[config.mk]
export PLATFORM = sky130hd
export DESIGN_NAME = button_event_decoder
export DESIGN_NICKNAME = d
export VERILOG_FILES = /design/src/rtl/button_event_decoder.sv
export SDC_FILE = /design/constraint.sdc
export NUM_CORES = 1
export LEC_CHECK = 0
export BUFFER_PORTS_ARGS = -buffer_cell sky130_fd_sc_hd__buf_2
export CORE_ASPECT_RATIO = 0.5
export CORE_MARGIN = 3
export CORE_UTILIZATION = 43
export DETAILED_ROUTE_END_ITERATION = 10
export PLACE_DENSITY = 0.67
export SLEW_MARGIN = 10
export SYNTH_ARGS = -nofsm -noshare
export SYNTH_HDL_FRONTEND = slang
export SYNTH_SLANG_ARGS = --single-unit
[constraint.sdc]
create_clock -name clk -period 2.3 [get_ports clk]
set_clock_uncertainty 0.1 [all_clocks]
set_input_delay 0.115 -clock clk [delete_from_list [all_inputs] [get_ports clk]]
set_output_delay 0.115 -clock clk [all_outputs]
set_load 0.03 [all_outputs]
[src/rtl/button_event_decoder.sv]
// -----------------------------------------------------------------------------
// button_event_decoder
//   Classifies debounced button gestures into short, double and long presses.
//   The input is the one-cycle edge pulses from a per-button debouncer. Each
//   gesture produces at most one event pulse.
//
// Ports
//   clk        in   system clock
//   rst_n      in   synchronous reset, active-low
//   btn_ondn   in   debouncer 1->0 edge pulse (one cycle)
//   btn_onup   in   debouncer 0->1 edge pulse (one cycle)
//   evt_short  out  one-cycle pulse: single short press completed
//   evt_double out  one-cycle pulse: double press completed
//   evt_long   out  one-cycle pulse: press held LONG_CYCLES
//   held       out  level: long press active, button not yet released
//   busy       out  level: gesture in progress (state != IDLE)
// -----------------------------------------------------------------------------
module button_event_decoder #(
  parameter int unsigned LONG_CYCLES   = 250_000_000,
  parameter int unsigned DCLICK_CYCLES = 15_000_000,
  parameter bit          PRESS_ON_DN   = 1'b1
) (
  input  logic clk,
  input  logic rst_n,
  input  logic btn_ondn,
  input  logic btn_onup,
  output logic evt_short,
  output logic evt_double,
  output logic evt_long,
  output logic held,
  output logic busy
);

  localparam int unsigned MAX_CYCLES = (LONG_CYCLES > DCLICK_CYCLES) ? LONG_CYCLES
                                                                     : DCLICK_CYCLES;
  localparam int unsigned CNT_W      = $clog2(MAX_CYCLES + 1);

  localparam logic [CNT_W-1:0] LONG_LAST   = CNT_W'(LONG_CYCLES - 1);
  localparam logic [CNT_W-1:0] DCLICK_LAST = CNT_W'(DCLICK_CYCLES - 1);
  localparam logic [CNT_W-1:0] CNT_ONE     = CNT_W'(1);

  // Elaboration-time parameter sanity check
  if (LONG_CYCLES < 2 || DCLICK_CYCLES < 2) begin : g_param_check
    $error("button_event_decoder: LONG_CYCLES and DCLICK_CYCLES must both be >= 2");
  end

  typedef enum logic [2:0] {
    IDLE      = 3'd0,
    PRESS1    = 3'd1,
    WAIT2     = 3'd2,
    PRESS2    = 3'd3,
    LONG_HELD = 3'd4
  } state_t;

  state_t           state;
  logic [CNT_W-1:0] cnt;
  logic             dbl_pend;

  logic press_raw;
  logic release_raw;
  logic press_evt;
  logic release_evt;

  // Map debouncer edges onto press/release according to button polarity
  assign press_raw   = PRESS_ON_DN ? btn_ondn : btn_onup;
  assign release_raw = PRESS_ON_DN ? btn_onup : btn_ondn;

  // A press and release in the same cycle cancel each other out
  assign press_evt   = press_raw & ~release_raw;
  assign release_evt = release_raw & ~press_raw;

  // Gesture FSM with registered outputs; busy tracks the next state
  always_ff @(posedge clk) begin
    if (!rst_n) begin
      state      <= IDLE;
      cnt        <= '0;
      dbl_pend   <= 1'b0;
      evt_short  <= 1'b0;
      evt_double <= 1'b0;
      evt_long   <= 1'b0;
      held       <= 1'b0;
      busy       <= 1'b0;
    end else begin
      // Event pulses default low; the double event is delivered one cycle
      // after the second release via dbl_pend.
      evt_short  <= 1'b0;
      evt_long   <= 1'b0;
      evt_double <= dbl_pend;
      dbl_pend   <= 1'b0;

      case (state)
        IDLE: begin
          if (press_evt) begin
            state <= PRESS1;
            cnt   <= '0;
            busy  <= 1'b1;
          end
        end

        PRESS1: begin
          if (release_evt) begin
            state <= WAIT2;
            cnt   <= '0;
          end else if (cnt == LONG_LAST) begin
            state    <= LONG_HELD;
            cnt      <= '0;
            evt_long <= 1'b1;
            held     <= 1'b1;
          end else begin
            cnt <= cnt + CNT_ONE;
          end
        end

        WAIT2: begin
          if (press_evt) begin
            state <= PRESS2;
            cnt   <= '0;
          end else if (cnt == DCLICK_LAST) begin
            state     <= IDLE;
            cnt       <= '0;
            evt_short <= 1'b1;
            busy      <= 1'b0;
          end else begin
            cnt <= cnt + CNT_ONE;
          end
        end

        PRESS2: begin
          if (release_evt) begin
            state    <= IDLE;
            cnt      <= '0;
            dbl_pend <= 1'b1;
            busy     <= 1'b0;
          end else if (cnt == LONG_LAST) begin
            // Holding the second press turns the gesture into a long press
            state    <= LONG_HELD;
            cnt      <= '0;
            evt_long <= 1'b1;
            held     <= 1'b1;
          end else begin
            cnt <= cnt + CNT_ONE;
          end
        end

        LONG_HELD: begin
          if (release_evt) begin
            state <= IDLE;
            cnt   <= '0;
            held  <= 1'b0;
            busy  <= 1'b0;
          end
        end

        default: begin
          state <= IDLE;
          cnt   <= '0;
          held  <= 1'b0;
          busy  <= 1'b0;
        end
      endcase
    end
  end

endmodule

# ---- Word level (Yosys, flattened, before mapping)
# Index checks and enable logic that the tools add are counted.
dict set report totals {
  ff_bits 37
  inputBits 4
  output_inout_bits 5
  elab_cells 69
}
dict set report op_classes {
  addsub 1
  eq_ne 14
  mux 26
  bitwise_logic 9
  n_reduce_logical 11
}
# cell n
set op_table {}
lappend op_table {{28-bit two-way mux} 6}
lappend op_table {{28-bit one-hot mux with 4 select lines} 1}
lappend op_table {{28-bit by 1-bit adder with 28-bit output, second input constant} 1}
lappend op_table {{28-bit by 24-bit equality test with 1-bit output, second input constant} 1}
lappend op_table {{28-bit equality test, second input constant} 1}
lappend op_table {{3-bit two-way mux} 7}
lappend op_table {{3-bit one-hot mux with 5 select lines} 1}
lappend op_table {{2-bit inequality test, second input constant} 5}
lappend op_table {{1-bit two-way mux} 9}
lappend op_table {{1-bit NOT} 7}
lappend op_table {{3-bit by 2-bit equality test with 1-bit output, second input constant} 2}
lappend op_table {{2-bit OR reduction} 3}
lappend op_table {{3-bit OR reduction} 2}
lappend op_table {{5-bit AND reduction} 1}
lappend op_table {{2-bit by 1-bit inequality test with 1-bit output, second input constant} 2}
lappend op_table {{1-bit one-hot mux with 4 select lines} 1}
lappend op_table {{2-bit AND reduction} 2}
lappend op_table {{4-bit AND reduction} 1}
lappend op_table {{3-bit by 1-bit equality test with 1-bit output, second input constant} 1}
lappend op_table {{3-bit equality test, second input constant} 1}
lappend op_table {{3-bit logical NOT} 1}
lappend op_table {{3-bit inequality test, second input constant} 1}
lappend op_table {{1-bit one-hot mux with 3 select lines} 1}
lappend op_table {{3-bit AND reduction} 1}
lappend op_table {{1-bit bitwise AND} 2}

# ---- Longest topological paths before layout
# Gate-level depths: netlist of run 1.
dict set report logic_depth {
  depth_word 4
  depth_mapped 7
  depth_no_buf 6
}

# ---- Least setup slack after synthesis of run 1
# Ideal clock, no wire load.
dict set report synth_timing {
  path_kind {reg2reg}
  start {reg cnt[0]}
  end {reg cnt[6]}
  setup_time_ns 0.123
  arrival_ns 1.895
  required_ns 2.077
  slack_ns 0.182
  stages_incl_launch_ff 7
  n_path_buf 0
  period_less_slack_ns 2.118
  path_cell_list {dfxtp_1 ha_1 nand2_1 or4_1 or4_1 a311oi_1 nor3_1}
}
dict set report synth_between {
  elab_chain_len 4
  word_cells_on_any_way 8
  classes_between {add/sub: 1; eq/ne: 2; mux: 5}
}
# item line_no
set synth_lines {}
lappend synth_lines {{start: declaration} 56} ;# logic [CNT_W-1:0] cnt;
lappend synth_lines {{start signal: assignment} 110} ;# cnt <= cnt + CNT_ONE;
lappend synth_lines {{start signal: assignment} 124} ;# cnt <= cnt + CNT_ONE;
lappend synth_lines {{start signal: assignment} 141} ;# cnt <= cnt + CNT_ONE;
lappend synth_lines {{28-bit by 1-bit adder with 28-bit output, or another cell as far along} {110, 124, 141}}
lappend synth_lines {{28-bit two-way mux (on tied branches)} {104, 134, 118}}
lappend synth_lines {{28-bit two-way mux (on tied branches)} {101, 115}}
lappend synth_lines {{28-bit one-hot mux with 4 select lines (*)} 91} ;# case (state)
# Mark *: on every way between the ends. The rest lies on a longest branch, timed or not.
# A chain may end at the register's enable or synchronous reset.

# ---- Final worst setup path of run 1
# Ends and elaborated chain as after synthesis.

==> results of run 1 <==
worst min-delay path: stages:
cell and delay (ps):
buf_2 160, nand2_1 70, a21oi_1 30
worst paths after layout:
path,to,slack (ps),cells after the start
setup / recovery,cnt[6]$_SDFFE_PN0P_,110,6
hold / removal,held$_SDFFE_PN0P_,30,3
setup reg to reg,cnt[6]$_SDFFE_PN0P_,110,6
hold reg to reg,evt_double$_SDFF_PN0_,340,1
layout make-up:
| type | instances | area share |
|---|---|---|
| Tap cell | 54 | 0.0299 |
| Clock buffer | 5 | 0.0305 |
| Clock inverter | 3 | 0.0288 |
| Timing Repair Buffer | 20 | 0.0576 |
| Multi-Input combinational cell | 176 | 0.516 |
| Sequential cell | 37 | 0.328 |
| Inverter | 6 | 0.00997 |
cell families (layout without fill, tap and decap cells):
logic type      count (synthesis)  after routing
buf+inv                        14             34
fa+ha+maj                       1              1
simple gates                  127            127
mux                             1              1
compound gates                 21             21
flops                          37             37
xor+xnor                       26             26
synthesized netlist by cell type, drive strengths merged (2+ instances only):
cell type,n,share of area
a21oi,6,0.017
and2,3,0.0096
inv,6,0.011
nand4,9,0.029
nor2,33,0.063
or4,6,0.025
nor3,14,0.038
a311oi,2,0.0089
or3,2,0.0064
xnor2,22,0.098
xor2,4,0.018
nand2b,4,0.013
nor4b,5,0.022
nand3,10,0.025
clkbuf,4,0.0076
nor2b,2,0.0064
nor4,6,0.034
o21ai,2,0.0051
and3,5,0.016
dfxtp,37,0.38
nor3b,3,0.011
o31ai,2,0.0076
nand4b,2,0.0089
buf,4,0.016
nand2,13,0.025
and4,5,0.022
report_power, final:
group	leakage (nW)	internal (mW)	total, mW	switching (mW)
Combinational	0.376	0.0695	0.187	0.118
Sequential	0.299	0.654	0.668	0.0139
Clock	0.0681	0.431	0.670	0.239
Total	0.743	1.15	1.53	0.371
stage by stage:
step	util	power, mW	area [um2]
2_1_floorplan	-	0.819	1960
3_3_place_gp	0.511	0.863	2120
3_5_place_dp	0.511	0.865	2120
4_1_cts	0.543	1.54	2250
5_1_grt	0.545	1.59	2260
6_report	0.545	1.53	2260
registers in the layout (all words and copies together), names as in the netlist:
name / count
state: 3
evt_short: 1
cnt: 28
evt_long: 1
dbl_pend: 1
held: 1
busy: 1
evt_double: 1
per-layer routing:
metal	vias up	share of wire	wire [um]
met3	8	0.037	161
li1	858	-	-
met5	-	0	0
met4	0	0.016	68
met1	796	0.53	2280
met2	29	0.42	1820
timing repair:
item                       in CTS  in global routing
resized for setup               0                  2
hold buffers                    0                  0
setup endpoints to repair       0                  1
==> run summary, run 1 <==
compound-gate portion of the synthesized area -> 0.0809
die area -> 5460 um2
row cnt -> 16
Wirelength per Cell -> 14.4 um
most common cell after layout, fill and taps aside -> dfxtp_1
gp weighted congestion -> 0.850
DP Cell Count -> 293
status -> finished clean
met2 usage in global routing -> 0.284
met1 Resource Use GR -> 0.241
CP delay by family, top -> simple AND/OR/NAND/NOR gates
HP Start -> rst_n
Num CTS Buffers -> 5
worst slew pin tran -> 660 ps
largest net degree at the start of global routing -> 20
TritonCTS clock tree -> done
vias -> 1,691
Mapped Nets -> 232
DPL Wire Length -> 3.18 mm
final slew viol count -> 0
area of the multi-input gates -> 1160 um2
Leak -> 0.743 nW
Hold WC Path Type -> in2reg
WP data required -> 2380 ps
WHS -> 32.9 ps
Reg area -> 741 um2
RR Startpoint -> cnt[0]$_SDFFE_PN0P_
Synth Area in Simple Gates -> 0.380
CP startpoint -> cnt[0]$_SDFFE_PN0P_
I/O Buffers -> 8
sequential area share after synthesis -> 0.377
crit path buf inv count -> 0
Initial Util -> 0.474
GRT busiest layer -> met2
layout cell share with drive strength beyond 1 -> 0.146
Fillers -> 366
Critical Path, Cell by Cell -> ha_1 > nand2_1 > or4_1 > or4_4 > a311oi_2 > nor3_1
H-tree depth -> 2
IO Count -> 9
Setup Crit Path Kind -> reg2reg
crit path time final -> 2190 ps
Starting DRT DRC Count -> 84
antenna violations before repair -> 0
setup violators final -> 0
WP data arrival -> 2260 ps
vias per cell -> 5.62
core area -> 4140 um2
slowest CP cell -> or4_1
Synth Flop Type -> dfxtp_1
chip height -> 53.8 um
unrepaired setup endpoints after global routing -> no
gr ovfl total -> 0
PwrDens -> 675 nW/um2
CTS Sinks -> 37
Cells after Synth -> 227
final worst setup slack -> 114 ps
Ys Warns -> 0
fmax -> 0.457 GHz
Hold Violations, Final -> 0
GRT Total Usage -> 0.180
Pre-antenna DRT Iters -> 4
Adder-Cell Fraction of Synth Area -> 0.00637
Clock Tree Root -> clkbuf_8
Seq cells post-synth -> 37
ant diodes -> 0
vias in the first global route -> 1,592
post-synthesis cell type count -> 48
drt drc -> 0
Layout area overhead -> 15.0%
Clock Pin Slew Worst Setup and Hold Paths -> 80 ps
ys async rst share -> 0
final cell count without fillers -> 301
Final ANT Viol Nets -> 0
global-route wire length before repair -> 7.50 mm
worst-skew pair later-pin latency -> 290 ps
CTS Buffer Depth -> 2
Post-CTS Setup Bufs -> 0
layout net count -> 251
mux cell area share after synthesis -> 0.00510
Final period util -> 0.951
pre-CTS setup slack -> 101 ps
peak supply drop -> 0.000315 V
Sum Neg Setup Slack -> 0 ps
crit-path max FO -> 4
commonest cells after routing, fill and taps aside -> dfxtp_1 (37), nor2_1 (33), xnor2_1 (22)
DRT Wirelength -> 4.33 mm
met3 Usage GRT -> 0.0543
main combinational cell family by area after synthesis -> simple AND/OR/NAND/NOR gates
max-cap viol count -> 0
die width -> 102 um
max incr delay on CP -> 460 ps
mapped cell area -> 1960 um2
CP Capture Type -> flop
XOR/XNOR share of the synthesized area -> 0.116
mean post-synth cell area -> 8.65 um2
Post-synth EDFFs -> 0
Setup crit start kind -> flop
Rel. slew slack -> 0.556
Power figures use the tool's default switching activity.
==> inputs of run 2 (changes only) <==
--- a/config.mk
+++ b/config.mk
@@ -5,6 +5,7 @@
 export SDC_FILE = /design/constraint.sdc
 export NUM_CORES = 1
 export LEC_CHECK = 0
+export ABC_AREA = 1
 export BUFFER_PORTS_ARGS = -buffer_cell sky130_fd_sc_hd__buf_2
 export CORE_ASPECT_RATIO = 0.5
 export CORE_MARGIN = 3
==> constraint.sdc (replaced) <==
create_clock -name clk -period 1.8 [get_ports clk]
set_clock_uncertainty 0.1 [all_clocks]
set_input_delay 0.09 -clock clk [delete_from_list [all_inputs] [get_ports clk]]
set_output_delay 0.09 -clock clk [all_outputs]
set_load 0.03 [all_outputs]
==> run summary, run 2 <==
Seq cells post-synth -> 37 (unchanged)
switching share of power -> 0.374 (was 0.243)
top cell type by total area after synthesis -> dfxtp_1 (unchanged)
most frequent cell after synthesis -> nand2_1 (was dfxtp_1)
top cell type's share of synthesized area -> 0.315 (was 0.377)
max incr delay on CP -> 390 ps (was 460 ps)
clock share of power -> 0.251 (was 0.439)
gr ovfl total -> 0 (unchanged)
Hold Violations, Final -> 1 (was 0)
TritonCTS clock tree -> done (unchanged)
Setup crit start kind -> flop (unchanged)
Pre-antenna DRT Iters -> 5 (was 4)
Starting DRT DRC Count -> 167 (was 84)
ant diodes -> 0 (unchanged)
largest registers -> cnt x28, state x3 (unchanged)
die width -> 111 um (was 102 um)
worst slew pin tran -> 344 ps (was 660 ps)
Setup Crit Path Kind -> reg2reg (unchanged)
core area -> 5090 um2 (was 4140 um2)
HP Start -> btn_ondn (was rst_n)
Logic pwr share -> 0.436 (was 0.123)
Hold WC Path Type -> in2reg (unchanged)
post-synthesis cell type count -> 30 (was 48)
Final ANT Viol Nets -> 0 (unchanged)
crit-path max FO -> 5 (was 4)
top post-synthesis cells by area -> dfxtp_1 (31%), nand2_1 (15%), nor2_1 (9.4%) (was dfxtp_1 (38%), xnor2_1 (9.8%), nor2_1 (6.3%))
Int Power -> 1.90 mW (was 1.15 mW)
drt drc -> 0 (unchanged)
gp weighted congestion -> 0.944 (was 0.850)
Sum Neg Setup Slack -> 0 ps (unchanged)
chip height -> 58.3 um (was 53.8 um)
WP data arrival -> 1840 ps (was 2260 ps)
DRT Wirelength -> 6.59 mm (was 4.33 mm)
Clock Pin Slew Worst Setup and Hold Paths -> 80 ps (about the same)
Clock Tree Root -> clkbuf_8 (unchanged)
commonest cells after routing, fill and taps aside -> nand2_1 (88), nor2_1 (56), inv_1 (48) (was dfxtp_1 (37), nor2_1 (33), xnor2_1 (22))
largest net degree at the start of global routing -> 23 (was 20)
Rel. slew slack -> 0.769 (was 0.556)
Layout area overhead -> 25.8% (was 15.0%)
WHS -> -0.659 ps (was 32.9 ps)
slowest CP cell -> dfxtp_1 (was or4_1)
Initial Util -> 0.462 (was 0.474)
row cnt -> 18 (was 16)
Critical Path, Cell by Cell -> nand2_1 > nor2_4 > nand2_1 > nor2_2 > nand2_2 > nand3_4 > nand3_4 > nand2_8 > clkbuf_16 > nor2_1 (was ha_1 > nand2_1 > or4_1 > or4_4 > a311oi_2 > nor3_1)
layout cell share with drive strength beyond 1 -> 0.229 (was 0.146)
layout net count -> 419 (was 251)
IO Count -> 9 (unchanged)
mapped cell area -> 2350 um2 (was 1960 um2)
crit path buf inv count -> 1 (was 0)
most flop-heavy register -> cnt (unchanged)
H-tree depth -> 2 (unchanged)
WP data required -> 1890 ps (was 2380 ps)
DPL Wire Length -> 4.67 mm (was 3.18 mm)
max reg flops -> 28 (unchanged)
vias in the first global route -> 2,341 (was 1,592)
crit path time final -> 1750 ps (was 2190 ps)
Synth Flop Type -> dfxtp_1 (unchanged)
global-route wire length before repair -> 10.6 mm (was 7.50 mm)
final slew viol count -> 0 (unchanged)
peak supply drop -> 0.000721 V (was 0.000315 V)
Post-synth EDFFs -> 0 (unchanged)
setup violators final -> 0 (unchanged)
worst-skew pair later-pin latency -> 300 ps (was 290 ps)
Mapped Nets -> 376 (was 232)
fmax -> 0.573 GHz (was 0.457 GHz)
CTS Buffer Depth -> 2 (unchanged)
Wirelength per Cell -> 13.6 um (was 14.4 um)
Cells after Synth -> 371 (was 227)
max-cap viol count -> 0 (unchanged)
Synth top cells by count -> nand2_1 (91), nor2_1 (59), inv_1 (51) (was dfxtp_1 (37), nor2_1 (33), xnor2_1 (22))
RR Startpoint -> cnt[21]$_SDFFE_PN0P_ (was cnt[0]$_SDFFE_PN0P_)
I/O Buffers -> 8 (unchanged)
pre-CTS setup slack -> -2.68 ps (was 101 ps)
Leak -> 1.20 nW (was 0.743 nW)
ys async rst share -> 0 (unchanged)
die area -> 6450 um2 (was 5460 um2)
CTS Sinks -> 37 (unchanged)
sequential area share after synthesis -> 0.315 (was 0.377)
most common cell after layout, fill and taps aside -> nand2_1 (was dfxtp_1)
sequential share of power -> 0.313 (was 0.438)
Final period util -> 0.970 (was 0.951)
antenna violations before repair -> 0 (unchanged)
CP Capture Type -> flop (unchanged)
final worst setup slack -> 54.1 ps (was 114 ps)
vias per cell -> 5.18 (was 5.62)
Ys Warns -> 0 (unchanged)
vias -> 2,512 (was 1,691)
CP delay by family, top -> simple AND/OR/NAND/NOR gates (unchanged)
mean post-synth cell area -> 6.34 um2 (was 8.65 um2)
PwrDens -> 1030 nW/um2 (was 675 nW/um2)
CP startpoint -> cnt[21]$_SDFFE_PN0P_ (was cnt[0]$_SDFFE_PN0P_)
status -> finished with violations (was finished clean)
switching power -> 1.14 mW (was 0.371 mW)
Num CTS Buffers -> 5 (unchanged)
failing checks -> negative hold slack
GRT Total Usage -> 0.200 (was 0.180)
run 2: cell types whose count changed after synthesis, moves of 8 or more:
cell	before	now
xnor2_1	22	1
nand2_1	13	91
nor2_1	33	59
nand4_1	9	24
o21ai_0	2	11
nor2_2	0	8
inv_1	6	51
nand3_1	10	20
run 2: final cells by class:
cell class / instances / area [um2]
clock inverter: 1 / 30.0
clock buffer: 7 / 86.3
sequential: 37 / 758
inverter: 53 / 201
multi-input combinational: 275 / 1440
tap: 70 / 87.6
fill: 504 / 2130
timing repair buffer: 42 / 362
run 2: worst paths after layout:
kind | endpoint | slack (ps) | depth (start not counted)
worst max-delay path | cnt[8]$_SDFFE_PN0P_ | 50 | 10
worst min-delay path | dbl_pend$_SDFF_PN0_ | -0.7 | 4
worst max register to register | cnt[8]$_SDFFE_PN0P_ | 50 | 10
worst min register to register | evt_double$_SDFF_PN0_ | 320 | 2
run 2: metrics by stage:
stage	hold slack, ps	util	power (mW)	area [um2]	instances
6_report	-0.659	0.582	3.04	2960	485
5_1_grt	22.1	0.582	3.19	2960	485
4_1_cts	1.57	0.543	2.70	2770	476
3_5_place_dp	297	0.518	1.93	2640	467
3_3_place_gp	297	0.518	1.94	2640	467
2_1_floorplan	159	-	1.61	2350	371
run 2: logic make-up after synthesis:
group,share of synthesized area
flip-flops,0.315
AND/OR/NAND/NOR,0.477
AO/OA/AOI/OAI,0.0633
buffers and inverters,0.106
XOR/XNOR,0.0335
adder cells (fa/ha/maj),0.00532
run 2: metal layers:
layer	GRT usage	wire length [um]	vias up
met5	0	0	-
met4	0.0491	54	0
met3	0.0421	427	7
met2	0.323	2820	74
met1	0.280	3280	1150
li1	-	-	1281
run 2: timing repair:
action / 4_1_cts / 5_1_grt
pin swaps: 0 / 12
hold buffers: 1 / 0
gates cloned: 0 / 3
endpoints found under the setup margin: 22 / 29
endpoints found under the hold margin: 1 / 0
gates resized for setup: 2 / 31
buffers inserted: 0 / 6
run 2: power groups by stage:
stage / sequential, mW / combinational [mW] / clock [mW]
after floorplan: 0.971 / 0.639 / 0
after global placement: 0.943 / 0.993 / 0
after detailed placement: 0.942 / 0.990 / 0
after CTS: 0.928 / 0.995 / 0.773
after global routing: 0.960 / 1.43 / 0.810
final: 0.952 / 1.33 / 0.762
run 2: worst min-delay path: cells and delay by family:
kind	cells	cell delay, ps
and+or+nand+nor	2	140
buffers and inverters	2	120
